`src/rtl/array_ctrl_pkg.sv`:
```
// Shared types and constants for the array back end: frame layout, FSM states,
// and the timing-parameter helpers.
package array_ctrl_pkg;

  localparam int ARRAY_COL_ADDR_WIDTH   = 6;
  localparam int ARRAY_ROW_ADDR_WIDTH   = 16;
  localparam int ARRAY_DATA_WIDTH       = 64;
  localparam int ARRAY_FRAME_DATA_WIDTH = 3 + ARRAY_COL_ADDR_WIDTH + ARRAY_ROW_ADDR_WIDTH + ARRAY_DATA_WIDTH;

  localparam int CADDR_LSB = 0;
  localparam int RADDR_LSB = 6;
  localparam int DATA_LSB  = 22;
  localparam int RW_BIT    = 86;
  localparam int SOF_BIT   = 87;
  localparam int EOF_BIT   = 88;

  typedef enum logic [2:0] {IDLE, ACT, ACCESS, CLOSE, PRE, RF_ACT, RF_PRE} state_e;

  // Field order matches the bit positions above (eof is the MSB).
  typedef struct packed {
    logic                            eof;
    logic                            sof;
    logic                            rw;
    logic [ARRAY_DATA_WIDTH-1:0]     data;
    logic [ARRAY_ROW_ADDR_WIDTH-1:0] raddr;
    logic [ARRAY_COL_ADDR_WIDTH-1:0] caddr;
  } frame_t;

  // A programmed timing value of 0 behaves as 1.
  function automatic logic [7:0] t_eff(input logic [7:0] t);
    return (t == 8'd0) ? 8'd1 : t;
  endfunction

  function automatic logic [7:0] sat_inc(input logic [7:0] c);
    return (c == 8'hFF) ? c : c + 8'd1;
  endfunction

endpackage

```
`src/rtl/array_rdata_sync.sv`:
```
// Brings the asynchronous array read strobe into clk: 2-flop synchroniser,
// rising-edge detect, and capture of the (stable) read data.
module array_rdata_sync
  import array_ctrl_pkg::*;
(
  input  logic                        clk,
  input  logic                        rst,
  input  logic                        rdata_vld,
  input  logic [ARRAY_DATA_WIDTH-1:0] rdata,
  output logic                        sync_vld,
  output logic [ARRAY_DATA_WIDTH-1:0] sync_data
);

  localparam int STAGES = 2;

  // [1:0] is the synchroniser, [2] is the previous synchronised value.
  logic [STAGES:0] vld_pipe;
  logic            rise;

  assign rise = vld_pipe[STAGES-1] & ~vld_pipe[STAGES];

  always_ff @(posedge clk) begin
    if (rst) begin
      vld_pipe  <= '0;
      sync_vld  <= 1'b0;
      sync_data <= '0;
    end else begin
      vld_pipe <= {vld_pipe[STAGES-1:0], rdata_vld};
      sync_vld <= rise;
      if (rise) sync_data <= rdata;
    end
  end

endmodule

```
`src/rtl/array_ctrl_core.sv`:
```
// Array back end: turns frame beats into activate / column burst / precharge
// sequences, enforces array timing, and interleaves periodic refresh.
module array_ctrl_core
  import array_ctrl_pkg::*;
(
  input  logic                              clk,
  input  logic                              rst,
  input  logic                              mc_en,
  input  logic                              axi2array_frame_valid,
  input  logic [ARRAY_FRAME_DATA_WIDTH-1:0] axi2array_frame_data,
  output logic                              axi2array_frame_ready,
  input  logic                              array_rf_period_sel,
  input  logic [24:0]                       array_rf_period_0,
  input  logic [24:0]                       array_rf_period_1,
  input  logic [7:0]                        array_tRCD_WR,
  input  logic [7:0]                        array_tRAS,
  input  logic [7:0]                        array_tWR,
  input  logic [7:0]                        array_tRP,
  input  logic [7:0]                        array_tRCD_RD,
  input  logic [7:0]                        array_tRTP,
  output logic                              array_cs_n,
  output logic [ARRAY_ROW_ADDR_WIDTH-1:0]   array_raddr,
  output logic                              array_caddr_vld_wr,
  output logic [ARRAY_COL_ADDR_WIDTH-1:0]   array_caddr_wr,
  output logic                              array_caddr_vld_rd,
  output logic [ARRAY_COL_ADDR_WIDTH-1:0]   array_caddr_rd,
  output logic                              array_wdata_vld,
  output logic [ARRAY_DATA_WIDTH-1:0]       array_wdata,
  input  logic                              array_rdata_vld,
  input  logic [ARRAY_DATA_WIDTH-1:0]       array_rdata,
  output logic                              sync_array_rdata_vld,
  output logic [ARRAY_DATA_WIDTH-1:0]       sync_array_rdata
);

  state_e                          state, state_nxt;
  frame_t                          beat;
  logic [7:0]                      cnt, ras_cnt, gap_cnt;
  logic [ARRAY_ROW_ADDR_WIDTH-1:0] open_row, rf_row;
  logic                            open_rw, row_hit, hs;
  logic                            rf_pending, rf_done, rf_hit, sel_q;
  logic [24:0]                     rf_cnt, rf_period;
  logic                            sof_unused;

  assign beat       = frame_t'(axi2array_frame_data);
  assign sof_unused = beat.sof;
  assign row_hit    = (beat.raddr == open_row) && (beat.rw == open_rw);
  assign hs         = axi2array_frame_valid && axi2array_frame_ready;
  assign array_cs_n = !(state inside {ACT, ACCESS, CLOSE, RF_ACT});

  assign rf_period = array_rf_period_sel ? array_rf_period_1 : array_rf_period_0;
  assign rf_hit    = mc_en && (rf_period != 25'd0) && (sel_q == array_rf_period_sel)
                     && (rf_cnt >= rf_period - 25'd1);

  always_comb begin
    state_nxt             = state;
    axi2array_frame_ready = 1'b0;
    rf_done               = 1'b0;
    case (state)
      IDLE: begin
        if (mc_en && rf_pending)                 state_nxt = RF_ACT;
        else if (mc_en && axi2array_frame_valid) state_nxt = ACT;
      end
      ACT:
        if (cnt >= t_eff(open_rw ? array_tRCD_WR : array_tRCD_RD) - 8'd1) state_nxt = ACCESS;
      ACCESS: begin
        axi2array_frame_ready = mc_en && axi2array_frame_valid && row_hit;
        // A refresh only breaks in when the stream pauses; an eof beat is accepted before closing.
        if (!mc_en || (axi2array_frame_valid && (!row_hit || beat.eof))
            || (!axi2array_frame_valid && rf_pending))
          state_nxt = CLOSE;
      end
      CLOSE:
        if (gap_cnt >= t_eff(open_rw ? array_tWR : array_tRTP) - 8'd1
            && ras_cnt >= t_eff(array_tRAS) - 8'd1)
          state_nxt = PRE;
      PRE:
        if (cnt >= t_eff(array_tRP) - 8'd1) state_nxt = IDLE;
      RF_ACT:
        if (cnt >= t_eff(array_tRAS) - 8'd1) state_nxt = RF_PRE;
      RF_PRE:
        if (cnt >= t_eff(array_tRP) - 8'd1) begin
          state_nxt = IDLE;
          rf_done   = 1'b1;
        end
      default: state_nxt = IDLE;
    endcase
  end

  always_ff @(posedge clk) begin
    if (rst) begin
      state              <= IDLE;
      cnt                <= '0;
      ras_cnt            <= '0;
      gap_cnt            <= '0;
      open_row           <= '0;
      open_rw            <= 1'b0;
      rf_row             <= '0;
      rf_cnt             <= '0;
      rf_pending         <= 1'b0;
      sel_q              <= 1'b0;
      array_raddr        <= '0;
      array_caddr_vld_wr <= 1'b0;
      array_caddr_wr     <= '0;
      array_caddr_vld_rd <= 1'b0;
      array_caddr_rd     <= '0;
      array_wdata_vld    <= 1'b0;
      array_wdata        <= '0;
    end else begin
      state   <= state_nxt;
      cnt     <= (state_nxt != state) ? 8'd0 : sat_inc(cnt);
      ras_cnt <= (state_nxt == ACT && state != ACT) ? 8'd0 : sat_inc(ras_cnt);
      // gap_cnt is the age of the last strobe; a row with no strobes owes no write/read recovery.
      if (hs)                                     gap_cnt <= 8'd0;
      else if (state == ACT && state_nxt == ACCESS) gap_cnt <= 8'hFF;
      else                                        gap_cnt <= sat_inc(gap_cnt);

      if (state == IDLE && state_nxt == ACT) begin
        open_row    <= beat.raddr;
        open_rw     <= beat.rw;
        array_raddr <= beat.raddr;
      end else if (state == IDLE && state_nxt == RF_ACT) begin
        array_raddr <= rf_row;
      end

      array_caddr_vld_wr <= hs && open_rw;
      array_wdata_vld    <= hs && open_rw;
      array_caddr_vld_rd <= hs && !open_rw;
      if (hs && open_rw) begin
        array_caddr_wr <= beat.caddr;
        array_wdata    <= beat.data;
      end
      if (hs && !open_rw) array_caddr_rd <= beat.caddr;

      sel_q <= array_rf_period_sel;
      if (!mc_en || rf_period == 25'd0 || sel_q != array_rf_period_sel || rf_hit) rf_cnt <= '0;
      else                                                                        rf_cnt <= rf_cnt + 25'd1;
      if (rf_hit)       rf_pending <= 1'b1;
      else if (rf_done) rf_pending <= 1'b0;
      if (rf_done) rf_row <= rf_row + 1'b1;
    end
  end

  array_rdata_sync u_rdata_sync (
    .clk       (clk),
    .rst       (rst),
    .rdata_vld (array_rdata_vld),
    .rdata     (array_rdata),
    .sync_vld  (sync_array_rdata_vld),
    .sync_data (sync_array_rdata)
  );

endmodule

```
`config.mk`:
```
export PLATFORM = sky130hd
export DESIGN_NAME = array_ctrl_core
export DESIGN_NICKNAME = d
export VERILOG_FILES = /design/src/rtl/array_ctrl_pkg.sv /design/src/rtl/array_rdata_sync.sv /design/src/rtl/array_ctrl_core.sv
export SDC_FILE = /design/constraint.sdc
export NUM_CORES = 1
export LEC_CHECK = 0
export CAP_MARGIN = 20
export CORE_UTILIZATION = 35
export DETAILED_ROUTE_END_ITERATION = 8
export GPL_ROUTABILITY_DRIVEN = 0
export GPL_TIMING_DRIVEN = 0
export PLACE_DENSITY = 0.7
export SYNTH_ARGS = -nofsm -noshare
export SYNTH_HDL_FRONTEND = slang
export SYNTH_HIERARCHICAL = 1
export SYNTH_SLANG_ARGS = --single-unit
```
`constraint.sdc`:
```
create_clock -name clk -period 9.4 [get_ports clk]
set_input_delay 2.82 -clock clk [delete_from_list [all_inputs] [get_ports clk]]
set_output_delay 2.82 -clock clk [all_outputs]
set_load 0.01 [all_outputs]
```
# ---- Word level (Yosys, flattened, before mapping)
# Cells that the tools add are included.
dict set report totals {
  n_memories 0
  mem_bits_rw 0
  latchBits 0
  out_inout_bits 162
  romBits 0
  reg_bits 249
}
dict set report classes {
  muxes 24
  reduce_logical 43
  n_lt_le_gt_ge 6
  n_eq_ne 19
  n_mul 0
  bitwise 2
  n_addsub 10
  shifts 0
  div 0
}
# op count
set ops {}
lappend ops {{$mux W8} 8}
lappend ops {{$ge A8 B8 Y1} 5}
lappend ops {{$logic_not A8 Y1} 4}
lappend ops {{$mux W16} 2}
lappend ops {{$sub A8 B1 Y8 const B} 4}
lappend ops {{$add A25 B1 Y25 const B} 1}
lappend ops {{$ge A25 B25 Y1} 1}
lappend ops {{$logic_not A25 Y1} 1}
lappend ops {{$mux W25} 1}
lappend ops {{$reduce_bool A25 Y1} 1}
lappend ops {{$sub A25 B1 Y25 const B} 1}
lappend ops {{$add A8 B1 Y8 const B} 3}
lappend ops {{$eq A8 B8 Y1 const B} 3}
lappend ops {{$mux W3} 7}
lappend ops {{$pmux W3 S6} 1}
lappend ops {{$logic_and A1 B1 Y1} 17}
lappend ops {{$add A16 B1 Y16 const B} 1}
lappend ops {{$eq A16 B16 Y1} 1}
lappend ops {{$eq A3 B3 Y1 const B} 4}
lappend ops {{$reduce_or A2 Y1} 5}
lappend ops {{$eq A3 B2 Y1 const B} 3}
lappend ops {{$eq A3 B1 Y1 const B} 2}
lappend ops {{$logic_or A1 B1 Y1} 6}
lappend ops {{$logic_not A1 Y1} 5}
lappend ops {{11 further kinds} 17}

# ---- Depth between registers and ports, before layout
# Gate-level depths: netlist (run 1).
dict set report logic_depth {
  word_depth 13
  mapped_depth 20
}

# ---- Modules after synthesis
# Netlist (run 1), hierarchy kept.
# mod n_inst area_per_inst_um2 seq_area_each_um2 cells_each
set by_module_without_submodules {}
lappend by_module_without_submodules {array_ctrl_core 1 10312.4 3623.5 1266}
lappend by_module_without_submodules {array_rdata_sync 1 3163.0 1361.3 300}

# ---- Worst setup path after synthesis (run 1)
# OpenSTA, ideal clock, no wires.
dict set report synth_path {
  path_kind {input to register}
  startpoint {input array_rf_period_sel}
  endpoint {register rf_cnt[22]}
  path_slack_ns 2.125
  cell_stages 20
  t_required_ns 9.269
  setup_ns 0.131
  t_arrival_ns 7.144
  path_buffers 6
  cell_sequence {buf_4 buf_6 buf_2 buf_2 buf_1 mux2i_1 ha_1 o221ai_1 nor4b_4 nand4bb_1 xnor2_1 a221oi_1 ha_1 nand4_1 nor3_1 a21oi_1 and4_1 a22oi_1 clkbuf_1 nor3b_1}
}
dict set report synth_between {
  elab_chain_cells 7
  word_cells_on_any_way 14
}
# item line_no
set synth_rtl {}
lappend synth_rtl {{start: declaration} array_ctrl_core.sv:12} ;# input logic array_rf_period_sel,
lappend synth_rtl {{parallel branches: the longest is 5 deep, another holds $sub A25 B1 Y25} --}
lappend synth_rtl {{$logic_or A1 B1 Y1 *} array_ctrl_core.sv:135} ;# if (!mc_en || rf_period == 25'd0 || sel_q != array_rf_period_sel || rf_hit) rf_cnt <= '0;
lappend synth_rtl {{$reduce_or A2 Y1 (no source line) *} --}
lappend synth_rtl {{end signal: assignment} array_ctrl_core.sv:136} ;# else rf_cnt <= rf_cnt + 25'd1;
lappend synth_rtl {{end: declaration} array_ctrl_core.sv:41} ;# logic [24:0] rf_cnt, rf_period;
# Every way passes the cells marked *.
# A chain may end at the register's enable or synchronous reset.

# ---- Worst setup path after layout (run 1)
dict set report layout_path {
  startpoint {input array_rf_period_sel}
  endpoint {register rf_cnt[23]}
}
# Same word-level chain as after synthesis.

==> flow_summary.ini, run 1 <==
[synthesis]
post_synth.cell_area_avg_um2 = 8.605
synth_edf_count = 0
async_reset_ff_share_pct = 0
synth.distinct_cells = 67
synth_fp_nets = 1898
synthesis.area_um2 = 13480
synthCells = 1566
ys_seq_area_share_pct = 36.99
synth_top_area_share_pct = 36.99
ys_ff_latch = 249
yosys.area.top_type = dfxtp_1
synth_warnings = 6
synth_area_leaders = dfxtp_1 37%, ha_1 7.0%, nand2_1 6.4%, a21oi_1 5.6%, nand4bb_1 5.4%
synth-main-ff-cell = dfxtp_1

[clock_network]
max-clock-path-buffers = 3
cts_sinks = 249
clk_latency_ns = 0.58
htreeDepth = 1
cts_hold_buf = 0
cts_setup_buffers = 0
cts_made_buffers = 29
cts_resized = 0
cts-root-buf = clkbuf_16
clk_pin_slew_ns = 0.06
cts_tree = done

[floorplan]
die_w_um = 198.2
die-area_um2 = 39290
rows = 71
pin_count = 419
core_um2 = 37760
start_util_pct = 35.69
die_h_um = 198.2

[placement]
dp.cells = 2496
pre_cts_ws_ns = 0.3994
io_buffers = 417
placed_area_um2 = 18300
hpwl_mm = 34.70

[setup_path]
slowest_stage = a22oi_1
cp-endpoint = rf_cnt[23]
worstSetupEndpointType = flip-flop
max_stage_delay_ns = 0.58
crit_start = array_rf_period_sel
r2r_setup_slack_ns = 4.61
reg2reg_depth = 16
cp.required_ns = 9.83
critPathBufInv = 7
path_max_fanout = 10
critPathLaunchType = primary input
worstPathArrival_ns = 8.90
cp.depth = 21
r2r_end = cnt[2]
path_cells = clkdlybuf4s50_1 -> buf_4 -> buf_6 -> buf_2 -> buf_2 -> buf_1 -> mux2i_1 -> ha_1 -> o221ai_1 -> nor2_1 -> nand3_1 -> o311a_1 -> a221oi_1 -> ha_1 -> nand4_1 -> nor3_1 -> a21oi_1 -> and4_1 -> a22oi_1 -> clkbuf_1 -> nor3b_1
r2r_start = open_rw
crit_family = buffers and inverters
crit_type = in2reg

[power_and_ir_drop]
power.density_nw_per_um2 = 135.2
fin_total_pwr_mw = 2.607
peakVddDrop_uv = 118.9
p_leak_nw = 7.009

[layout]
final_nets = 2349
stdcell_count = 2554
syn2layout_area_growth_pct = 43.14
final_area_um2 = 19290
post_route_cells_drive_above_1_share_pct = 5.891

[grt]
grt_pass1_vias = 12850
antenna_found_initial = 5
overflow = 0
grt_max_degree = 16
grt_pass1_wl_mm = 68.40
track_usage_pct = 21.76

[timing]
rsz0062_at_grt = false
hold_violations = 0
fmax_mhz = 118.1
fin_crit_ns = 8.469
period_share_pct = 90.10
report.final.slew_viol_count = 0
worst_slew_pin_slew_ns = 0.9603
worst_slack_ns = 0.9307
slew_headroom_pct = 35.49
setup_viol = 0
fin_tns_setup_ns = 0
clock_skew_ns = 0.02141

[drt]
drtIter0Drc = 607
ant_nets = 0
viasPerCell = 5.175
wire_per_inst_um = 17.48
routed_wl_mm = 44.65
drc = 0
first_pass_iters = 5
vias = 13220

[worst_hold_path]
min_from = array_wdata[47]
min_path_type = reg2reg

[job]
maxCapViolations = 0

[outcome]
status = completed
[flip-flops by register name, summed over array words and instances, names as in the netlist, 3 cells and up]
name and flops:
ras_cnt 8, open_row 16, state 3, array_caddr_wr 6, gap_cnt 8, cnt 8, array_raddr 16, rf_cnt 25
array_caddr_rd 6, array_wdata 64, u_rdata_sync/sync_data 64, rf_row 16, u_rdata_sync/vld_pipe 3
[Yosys cell counts, types with 7 or more instances]
| master | number |
|---|---|
| o21ai_0 | 29 |
| o21a_1 | 8 |
| o21ai_1 | 61 |
| nand2_1 | 231 |
| nand4_1 | 24 |
| buf_4 | 7 |
| nand2b_1 | 69 |
| or4_1 | 8 |
| nor2b_1 | 10 |
| nor4_1 | 9 |
| nor3_1 | 26 |
| buf_2 | 19 |
| dfxtp_1 | 249 |
| buf_6 | 12 |
| inv_1 | 16 |
| a21oi_1 | 152 |
| nor2_1 | 81 |
| xor2_1 | 53 |
| and3_1 | 20 |
| nand3_1 | 40 |
| a31oi_1 | 8 |
| nand2b_4 | 7 |
| a22oi_1 | 17 |
| mux2i_1 | 44 |
| a211oi_1 | 8 |
| o31ai_1 | 10 |
| a21o_1 | 7 |
| xnor2_1 | 46 |
| and4_1 | 7 |
| nor3b_1 | 18 |
| ha_1 | 75 |
| clkbuf_1 | 48 |
| or3_1 | 14 |
| nand4bb_1 | 65 |
[per-layer routing]
metal	share of wire [%]	GRT usage, %	vias up
met5	0.029	0	-
met4	3.0	8.154	2
met3	8.5	5.297	72
met2	48	37.92	456
met1	41	25.61	6189
li1	-	-	6497
[through the flow]
| step | hold WS [ns] | utilization (%) |
|---|---|---|
| floorplan | 0.4138 | - |
| global placement | 0.4235 | 48.44 |
| detailed placement | 0.4408 | 48.48 |
| CTS | 0.4515 | 51.04 |
| global route | 0.4620 | 51.06 |
| finish | 0.4486 | 51.09 |
[how the worst min path moves through the flow]
stage / endpoint / depth (start not counted)
finish: array_wdata[47] / 2
global route: array_wdata[23] / 2
CTS: array_wdata[48] / 2
detailed placement: u_rdata_sync/vld_pipe[1] / 1
global placement: u_rdata_sync/vld_pipe[1] / 1
floorplan: u_rdata_sync/vld_pipe[1] / 1
[cell usage in the layout (no fill, tap or decap), types with 6 or more instances in the layout]
cell,count
clkbuf_1,51
clkbuf_8,10
nand4bb_1,65
clkbuf_16,29
a22oi_1,17
or4_1,8
xor2_1,53
and4_1,7
clkdlybuf4s50_1,417
nand2b_4,7
a21oi_1,152
o21ai_0,29
o31ai_1,10
and3_1,20
nor2b_1,10
o21a_1,8
nor4_1,9
buf_6,12
dfxtp_1,249
o21ai_1,61
buf_4,9
xnor2_1,46
ha_1,75
diode_2,6
or3_1,14
mux2i_1,44
a211oi_1,8
nand2b_1,69
nand4_1,24
inv_1,16
nor2_1,81
nor3_1,26
a31oi_1,8
buf_2,20
nand3_1,40
nor3b_1,18
nand2_1,231
a21o_1,7
[cell families (layout without fill, tap and decap cells)]
group,after synthesis,count (layout),synth area share (%)
AOI/OAI and AO/OA,336,336,14.54
xor gates and xnor gates,99,99,6.435
adders and majority gates,75,75,6.964
buffers and inverters,109,580,4.095
DFF,249,249,36.99
muxes,48,48,3.603
other,0,6,0
and+or+nand+nor,650,650,27.37
[cell type report]
class	count	area, µm²
multi-input combinational	1208	7939
clock buffer	42	874.6
fill	3492	18470
clock inverter	9	90.09
tap	511	639.4
timing repair buffer	420	4194
antenna	6	15.01
inverter	16	60.06
sequential	249	4985
buffer	93	491.7
[worst register-to-register path: cells and delay by family, from the launching register on]
kind / cells / cell delay (ns)
buffers and inverters: 4 / 1.70
AOI/OAI and AO/OA: 6 / 1.50
adders and majority gates: 2 / 0.49
DFF: 1 / 0.40
muxes: 1 / 0.29
xor gates and xnor gates: 1 / 0.20
and+or+nand+nor: 2 / 0.15
[where the power goes]
part           internal, mW  switching, mW  total, mW
clock                 0.670          0.464       1.13
combinational         0.208          0.168      0.376
sequential             1.08         0.0180       1.10
total                  1.96          0.651       2.61
(Power assumes the default switching activity.)
==> inputs of run 2 (changes only) <==
Settings changed: CORE_MARGIN from default to 5.
==> flow_summary.ini, run 2 (synthesis gave the netlist of run 1 again) <==
[grt]
grt_pass1_vias = 13100
grt_pass1_wl_mm = 70.48
overflow = 0
grt_max_degree = 14
antenna_found_initial = 3
track_usage_pct = 20.44

[setup_path]
path_cells = clkdlybuf4s50_1 -> buf_4 -> buf_6 -> buf_2 -> buf_2 -> buf_1 -> mux2i_1 -> ha_1 -> o221ai_1 -> nor4b_4 -> nand4bb_1 -> xnor2_1 -> a221oi_1 -> ha_1 -> nand4_1 -> nor3_1 -> a21oi_1 -> and4_1 -> a22oi_1 -> clkbuf_1 -> nor3b_1
r2r_setup_slack_ns = 4.66
cp.required_ns = 9.81
critPathBufInv = 7
max_stage_delay_ns = 0.59
slowest_stage = buf_1
path_max_fanout = 10
worstPathArrival_ns = 8.98
worstSetupEndpointType = flip-flop
crit_type = in2reg
crit_family = buffers and inverters
critPathLaunchType = primary input

[timing]
rsz0062_at_grt = false
hold_violations = 0
fin_tns_setup_ns = 0
clock_skew_ns = 0.01459
slew_headroom_pct = 30.97
worst_slew_pin_slew_ns = 1.028
period_share_pct = 91.14
fmax_mhz = 116.7
report.final.slew_viol_count = 0
setup_viol = 0
timing.hold.ws_ns = 0.4478
fin_crit_ns = 8.567

[drt]
first_pass_iters = 5
ant_nets = 0
drtIter0Drc = 615
vias = 13040
drc = 0
wire_per_inst_um = 18.15
viasPerCell = 5.121
routed_wl_mm = 46.24

[power_and_ir_drop]
pwr-share-seq_pct = 42.9
netSwitchingPower_uw = 627.0
power.density_nw_per_um2 = 133.0
power_frac_comb_pct = 14.8
power.clock.fraction_pct = 42.4
fin_total_pwr_mw = 2.556
p_leak_nw = 6.972
intPower_mw = 1.929
peakVddDrop_uv = 107.5
power.share.switching_pct = 24.53

[clock_network]
cts_hold_buf = 0
clk_pin_slew_ns = 0.06
cts_resized = 0
cts-root-buf = clkbuf_16
cts_tree = done
clk_latency_ns = 0.56
htreeDepth = 1
cts_sinks = 249
cts_setup_buffers = 0
cts_made_buffers = 29
max-clock-path-buffers = 3

[floorplan]
start_util_pct = 35.61
die_h_um = 206.2
rows = 71
die_w_um = 206.2
core_um2 = 37840
die-area_um2 = 42520
pin_count = 419

[layout]
layout_common_cells = 417 x clkdlybuf4s50_1, 249 x dfxtp_1, 231 x nand2_1, 152 x a21oi_1, 81 x nor2_1
post_route_cells_drive_above_1_share_pct = 5.460
final_common_cell = clkdlybuf4s50_1
reg.largest.list = array_wdata x64, u_rdata_sync/sync_data x64, rf_cnt x25
syn2layout_area_growth_pct = 42.59
final_nets = 2349
final_area_um2 = 19210

[job]
maxCapViolations = 0

[placement]
hpwl_mm = 36.67
placed_area_um2 = 18300
io_buffers = 417

[worst_hold_path]
min_path_type = reg2reg

[outcome]
status = completed
-- run 2: cell types whose count changed in the layout (fill, tap and decap cells not counted), sizes merged --
cell / previous run / this run
buf: 46 / 45
clkbuf: 92 / 95
clkinv: 5 / 1
clkinvlp: 2 / 0
diode: 6 / 3
-- run 2: final timing paths --
kind / cells after the start / start / to
setup reg to reg: 16 / open_rw / cnt[2]
hold / removal: 2 / array_wdata[36] / array_wdata[36]
hold reg to reg: 2 / array_wdata[36] / array_wdata[36]
setup / recovery: 21 / array_rf_period_sel / rf_cnt[22]
-- run 2: power by group through the flow --
stage	Sequential (mW)	Clock [mW]	Combinational, mW
final	1.10	1.08	0.377
after global routing	1.10	1.16	0.413
after CTS	1.10	1.12	0.380
after detailed placement	1.12	0	0.377
after global placement	1.12	0	0.370
after floorplan	1.12	0	0.169
-- run 2: per-layer routing --
| layer | vias to the layer above | global-route usage, % | part of all wire (%) |
|---|---|---|---|
| met4 | 2 | 6.131 | 3.1 |
| met3 | 76 | 6.418 | 8.8 |
| met1 | 6060 | 23.62 | 40 |
| met5 | - | 0 | 0.015 |
| met2 | 428 | 36.19 | 48 |
| li1 | 6477 | - | - |
-- run 2: through the flow --
stage	instances	utilization (%)	setup slack, ns
after global routing	2546	50.77	0.5901
after global placement	2494	48.33	0.5374
after floorplan	1566	-	2.125
after CTS	2543	50.73	0.9532
final	2547	50.77	0.8331
after detailed placement	2496	48.37	0.3722
-- run 2: layout make-up --
| type | instances | area [µm²] |
|---|---|---|
| multi-input combinational | 1208 | 7939 |
| clock buffer | 44 | 852.1 |
| sequential | 249 | 4985 |
| buffer | 93 | 491.7 |
| inverter | 16 | 60.06 |
| fill | 3597 | 18630 |
| antenna | 3 | 7.507 |
| tap | 511 | 639.4 |
| clock inverter | 3 | 43.79 |
| timing repair buffer | 420 | 4197 |
-- run 2: worst register-to-register path: stages (launching register included) --
cell and delay [ns]:
dfxtp_1 0.39, buf_2 0.30, buf_2 0.32, buf_1 0.47, clkbuf_1 0.55, mux2i_1 0.29, ha_1 0.21, nand2b_1 0.09
o21bai_1 0.17, xnor2_1 0.14, ha_1 0.30, o21ai_0 0.16, nor2_1 0.06, a211oi_1 0.47, o221a_2 0.32, o311ai_2 0.19
a21oi_1 0.24
==> inputs of run 3 (changes only) <==
==> constraint.sdc (replaced) <==
create_clock -name clk -period 9.4 [get_ports clk]
set_input_delay 1.88 -clock clk [delete_from_list [all_inputs] [get_ports clk]]
set_output_delay 1.88 -clock clk [all_outputs]
set_load 0.01 [all_outputs]
==> results of run 3 <==
Same layout as run 2 (identical final DEF). Status: completed.
Main changes from that run: setup slack after placement 0.3722 ns -> 1.312 ns; setup slack after layout 0.8331 ns -> 1.773 ns
